`config.mk`:
```
export PLATFORM = sky130hd
export DESIGN_NAME = sdram_sweep_tester
export DESIGN_NICKNAME = d
export VERILOG_FILES = /design/src/rtl/sdram_sweep_tester.sv
export SDC_FILE = /design/constraint.sdc
export NUM_CORES = 1
export LEC_CHECK = 0
export BUFFER_PORTS_ARGS = -buffer_cell sky130_fd_sc_hd__buf_2
export CELL_PAD_IN_SITES_DETAIL_PLACEMENT = 1
export CELL_PAD_IN_SITES_GLOBAL_PLACEMENT = 1
export CORE_MARGIN = 3
export CORE_UTILIZATION = 45
export DETAILED_ROUTE_END_ITERATION = 6
export PLACE_DENSITY_LB_ADDON = 0.1
export SLEW_MARGIN = 20
export SYNTH_ARGS = -nofsm -noshare
export SYNTH_HDL_FRONTEND = slang
export SYNTH_SLANG_ARGS = --single-unit
```
`constraint.sdc`:
```
create_clock -name clk -period 6.4 [get_ports clk]
set_clock_uncertainty 0.1 [all_clocks]
set_input_delay 0 -clock clk [delete_from_list [all_inputs] [get_ports clk]]
set_output_delay 0 -clock clk [all_outputs]
set_load 0.01 [all_outputs]
```
`src/rtl/sdram_sweep_tester.sv`:
```
// sdram_sweep_tester: write/readback sweep self-test on the az_*/za_* controller bus (clk/reset; start,base_addr,len,seed in; busy,done,pass,err_count,first_err_addr out; az_* requests out, za_* responses in)
module sdram_sweep_tester #(
  parameter int ADDR_W   = 22,
  parameter int DATA_W   = 16,
  parameter int MAX_PEND = 4
) (
  input  logic              clk,
  input  logic              reset,
  input  logic              start,
  input  logic [ADDR_W-1:0] base_addr,
  input  logic [ADDR_W-1:0] len,
  input  logic [DATA_W-1:0] seed,
  output logic              busy,
  output logic              done,
  output logic              pass,
  output logic [15:0]       err_count,
  output logic [ADDR_W-1:0] first_err_addr,
  output logic              az_cs,
  output logic              az_rd_n,
  output logic              az_wr_n,
  output logic [1:0]        az_be_n,
  output logic [ADDR_W-1:0] az_addr,
  output logic [DATA_W-1:0] az_data,
  input  logic              za_wait,
  input  logic              za_valid,
  input  logic [DATA_W-1:0] za_data
);
  typedef enum logic [2:0] {IDLE, WRITE, READ, DRAIN, DONE} state_t;
  localparam logic [3:0] MP = 4'(MAX_PEND);
  state_t state_q, state_d;
  logic [ADDR_W-1:0] base_q, base_d, len_q, len_d, idx_q, idx_d, ridx_q, ridx_d, ferr_q, ferr_d;
  logic [DATA_W-1:0] seed_q, seed_d;
  logic [3:0] pend_q, pend_d;
  logic [15:0] err_q, err_d;
  logic pass_q, pass_d;
  logic [ADDR_W-1:0] req_addr, rd_addr;
  logic wr_req, rd_req, wr_acc, rd_acc, last, vld, miss;
  assign req_addr = base_q + idx_q;
  assign rd_addr = base_q + ridx_q;
  assign wr_req = state_q == WRITE;
  assign rd_req = state_q == READ && pend_q < MP;
  assign wr_acc = wr_req && !za_wait;
  assign rd_acc = rd_req && !za_wait;
  assign last = idx_q == len_q - 1'b1;
  // returned data is only meaningful while reads are outstanding
  assign vld = za_valid && pend_q != 4'd0;
  assign miss = vld && za_data != (DATA_W'(rd_addr) ^ seed_q);
  assign az_cs = 1'b1;
  assign az_be_n = 2'b00;
  assign az_wr_n = !wr_req;
  assign az_rd_n = !rd_req;
  assign az_addr = (wr_req || rd_req) ? req_addr : '0;
  assign az_data = wr_req ? (DATA_W'(req_addr) ^ seed_q) : '0;
  assign busy = state_q == WRITE || state_q == READ || state_q == DRAIN;
  assign done = state_q == DONE;
  assign pass = pass_q;
  assign err_count = err_q;
  assign first_err_addr = ferr_q;
  always_comb begin
    state_d = state_q;
    base_d = base_q;
    len_d = len_q;
    seed_d = seed_q;
    idx_d = idx_q;
    ridx_d = vld ? ridx_q + 1'b1 : ridx_q;
    pend_d = pend_q + {3'b0, rd_acc} - {3'b0, vld};
    err_d = (miss && err_q != 16'hFFFF) ? err_q + 16'd1 : err_q;
    ferr_d = (miss && err_q == 16'd0) ? rd_addr : ferr_q;
    pass_d = pass_q;
    unique case (state_q)
      IDLE: if (start) begin
        base_d = base_addr;
        len_d = len;
        seed_d = seed;
        idx_d = '0;
        ridx_d = '0;
        err_d = '0;
        ferr_d = '0;
        pass_d = len == '0;
        state_d = len == '0 ? DONE : WRITE;
      end
      WRITE: if (wr_acc) begin
        idx_d = last ? '0 : idx_q + 1'b1;
        state_d = last ? READ : WRITE;
      end
      READ: if (rd_acc) begin
        idx_d = idx_q + 1'b1;
        state_d = last ? DRAIN : READ;
      end
      DRAIN: if (pend_q == 4'd0) begin
        state_d = DONE;
        pass_d = err_q == 16'd0;
      end
      DONE: state_d = IDLE;
      default: state_d = IDLE;
    endcase
  end
  always_ff @(posedge clk) begin
    if (reset) begin
      state_q <= IDLE;
      base_q <= '0;
      len_q <= '0;
      seed_q <= '0;
      idx_q <= '0;
      ridx_q <= '0;
      pend_q <= '0;
      err_q <= '0;
      ferr_q <= '0;
      pass_q <= 1'b0;
    end else begin
      state_q <= state_d;
      base_q <= base_d;
      len_q <= len_d;
      seed_q <= seed_d;
      idx_q <= idx_d;
      ridx_q <= ridx_d;
      pend_q <= pend_d;
      err_q <= err_d;
      ferr_q <= ferr_d;
      pass_q <= pass_d;
    end
  end
endmodule

```
==> reports/metrics.cfg <==
[timing]
hold_slack_ns = 0.268
relSlewSlack_pct = 35.6
post-route-period-util_pct = 65.3
worstMarginPinSlew_ns = 0.964
fin_crit_ns = 4.18
finalHoldViolCount = 0
rsz0062_at_grt = no
setup_violations = 0
final_max_slew_viol_count = 0
finalSetupTns_ns = 0
fmax_mhz = 239

[critical_path]
critPathSlowestCell = or3_2
end_kind = flop
crit_type = reg -> reg
crit_required_ns = 6.61
worstPathArrival_ns = 4.39
cpPeakStageDelay_ns = 0.58
worst-path-buf-inv = 1
cp_max_fo = 33
path_cells = ha_1 -> inv_1 -> fa_1 -> nor2b_1 -> o221a_4 -> o21a_4 -> o41ai_2 -> or3_1 -> a211oi_1 -> and4_4 -> or3_2 -> mux2_1
crit_family = simple AND/OR/NAND/NOR gates
cp-start-kind = flop

[detailed_routing]
ant_nets = 0
dr.first_iter.drc_count = 537
dr.pass1.iters = 5
via_per_inst = 5.69
drc = 0
wl_per_cell_um = 19.0
routed_wl_um = 33400
vias = 9979

[synth]
synth_cells = 1281
avgSynthCellArea_um2 = 7.81
yosys_warnings = 0
ys_ff_latch = 150
synth_edf_count = 0
syn_area_mm2 = 0.0100
ys_async_sr_fraction_pct = 0
synthFlopType = dfxtp_1
synth-seq-area-share_pct = 30.0
yosys.cell_types.count = 79

[die]
fp.coreArea_mm2 = 0.0214
num_rows = 53
io_pins = 165
die-area_mm2 = 0.0241
die_h_um = 155
start_util_pct = 46.7
die_width_um = 155

[place]
place_area_mm2 = 0.0109
hpwl_um = 24600
port_buffers = 161
routabilityCongestion = 0.841

[final_layout]
fill_cells = 2676
final_core_util_pct = 56.3
final_cell_mix = nand2_1 (212), buf_2 (161), dfxtp_1 (150)
stdcell_area_mm2 = 0.0121
fin_nets = 1602
final_common_cell = nand2_1
syn2layout_area_growth_pct = 20.6
layout-drive-gt1-share_pct = 15.0

[clocking]
cts_max_level = 4
numCtsBuffers = 17
clkSlewWorstSetupHoldPaths_ns = 0.06
clock_path_buffers = 2
cts_root_buf = clkbuf_16
clock_sinks = 150
cts_resized = 0
post-cts-setup-buffers = 0
worst_skew_pair.late_latency_ns = 0.43
cts_tree = built

[power]
p_leak_nw = 5.22
vdd_drop_max_mv = 0.180
power.density_mw_per_mm2 = 216
p_total_mw = 2.61

[run_status]
outcome = finished, final reports clean

[grt]
antenna_found_initial = 1
grt_max_degree = 69
grt_overflow_total = 0
track_usage_pct = 27.5
grt_pass1_vias = 10300
grt_pass1_wl_um = 53600

[worst_hold_path]
min-delay-path-class = in -> reg

[run]
maxCapViolations = 0

-- power breakdown --
group	total, mW	switching, mW	internal, mW	leakage [nW]
clock network	0.962	0.420	0.542	0.261
logic	0.613	0.355	0.258	3.74
registers	1.03	0.0537	0.978	1.22
total	2.61	0.828	1.78	5.22
-- repair_timing --
item / in CTS / in global routing
setup endpoints to repair: 0 / 0
endpoints found under the hold margin: 67 / 0
hold buffers: 65 / 0
-- state kept, by name, indices dropped and copies added (netlist names) --
register / count
first_err_addr: 22
pass: 1
base_q: 22
err_count: 16
idx_q: 22
ridx_q: 22
state_q: 3
pend_q: 4
len_q: 22
seed_q: 16
-- path summary, 6_finish.rpt --
kind                      startpoint  depth (start not counted)  slack, ns                  to
hold / removal         base_addr[19]                          4       0.27          base_q[19]
setup reg to reg           base_q[0]                         12       2.22  first_err_addr[14]
hold reg to reg   first_err_addr[11]                          2       0.36  first_err_addr[11]
setup / recovery           base_q[0]                         12       2.22  first_err_addr[14]
-- synthesized netlist by cell type (6+ instances only) --
cell,n,area (um^2)
nor4_1,14,87.6
and3_1,22,138
o21ai_1,6,30.0
nand2_1,212,796
inv_1,27,101
dfxtp_1,150,3000
o311ai_0,6,52.6
nor3_1,29,145
a21oi_1,113,566
xor2_1,68,596
or4_1,17,128
o211ai_1,9,67.6
nand4_1,21,131
and2_1,12,75.1
nor2b_1,8,50.1
clkbuf_1,49,184
xnor2_1,71,622
buf_6,6,67.6
nor2_1,125,469
o21ai_0,28,140
ha_1,52,651
mux2i_1,27,270
nand3_1,45,225
a21o_1,11,82.6
or3_1,31,194
nand2b_1,13,81.3
-- metal layers --
layer | share of wire [%] | GRT usage (%) | vias to the layer above | routed length [um]
met5 | 0 | 0 | - | 0
met4 | 2.4 | 8.45 | 0 | 818
met3 | 4.5 | 5.17 | 50 | 1520
met2 | 50 | 48.8 | 225 | 16700
met1 | 43 | 33.8 | 4856 | 14400
li1 | - | - | 4848 | -
-- stage by stage --
step / std cells / setup slack [ns]
floorplan: 1282 / 3.13
global placement: 1657 / 2.07
CTS: 1752 / 1.88
global route: 1752 / 1.94
detailed placement: 1657 / 1.87
finish: 1754 / 2.22
-- tightest hold or removal path: stages --
cell	delay (ns)
dlygate4sd3_1	0.53
buf_2	0.12
nand2_1	0.05
a21oi_1	0.05
-- area by class of cell --
type	instances	area [um^2]	area share [%]
Multi-Input combinational cell	1039	6580	54.5
Clock buffer	19	443	3.67
Timing Repair Buffer	231	1490	12.4
Antenna cell	2	5.00	0.0415
Sequential cell	150	3000	24.9
Inverter	27	101	0.840
Tap cell	275	344	2.85
Clock inverter	11	103	0.850
-- logic make-up after synthesis --
group                    Yosys count  synth area share (%)
AO/OA/AOI/OAI                    236                  15.1
XOR/XNOR                         142                  12.8
adder cells (fa/ha/maj)           55                  7.10
buffers and inverters             93                  4.46
flip-flops                       150                  30.0
multiplexers                      29                  2.93
other                              2                0.0750
AND/OR/NAND/NOR                  574                  27.5
No activity file was read; power rests on OpenSTA's default activity.
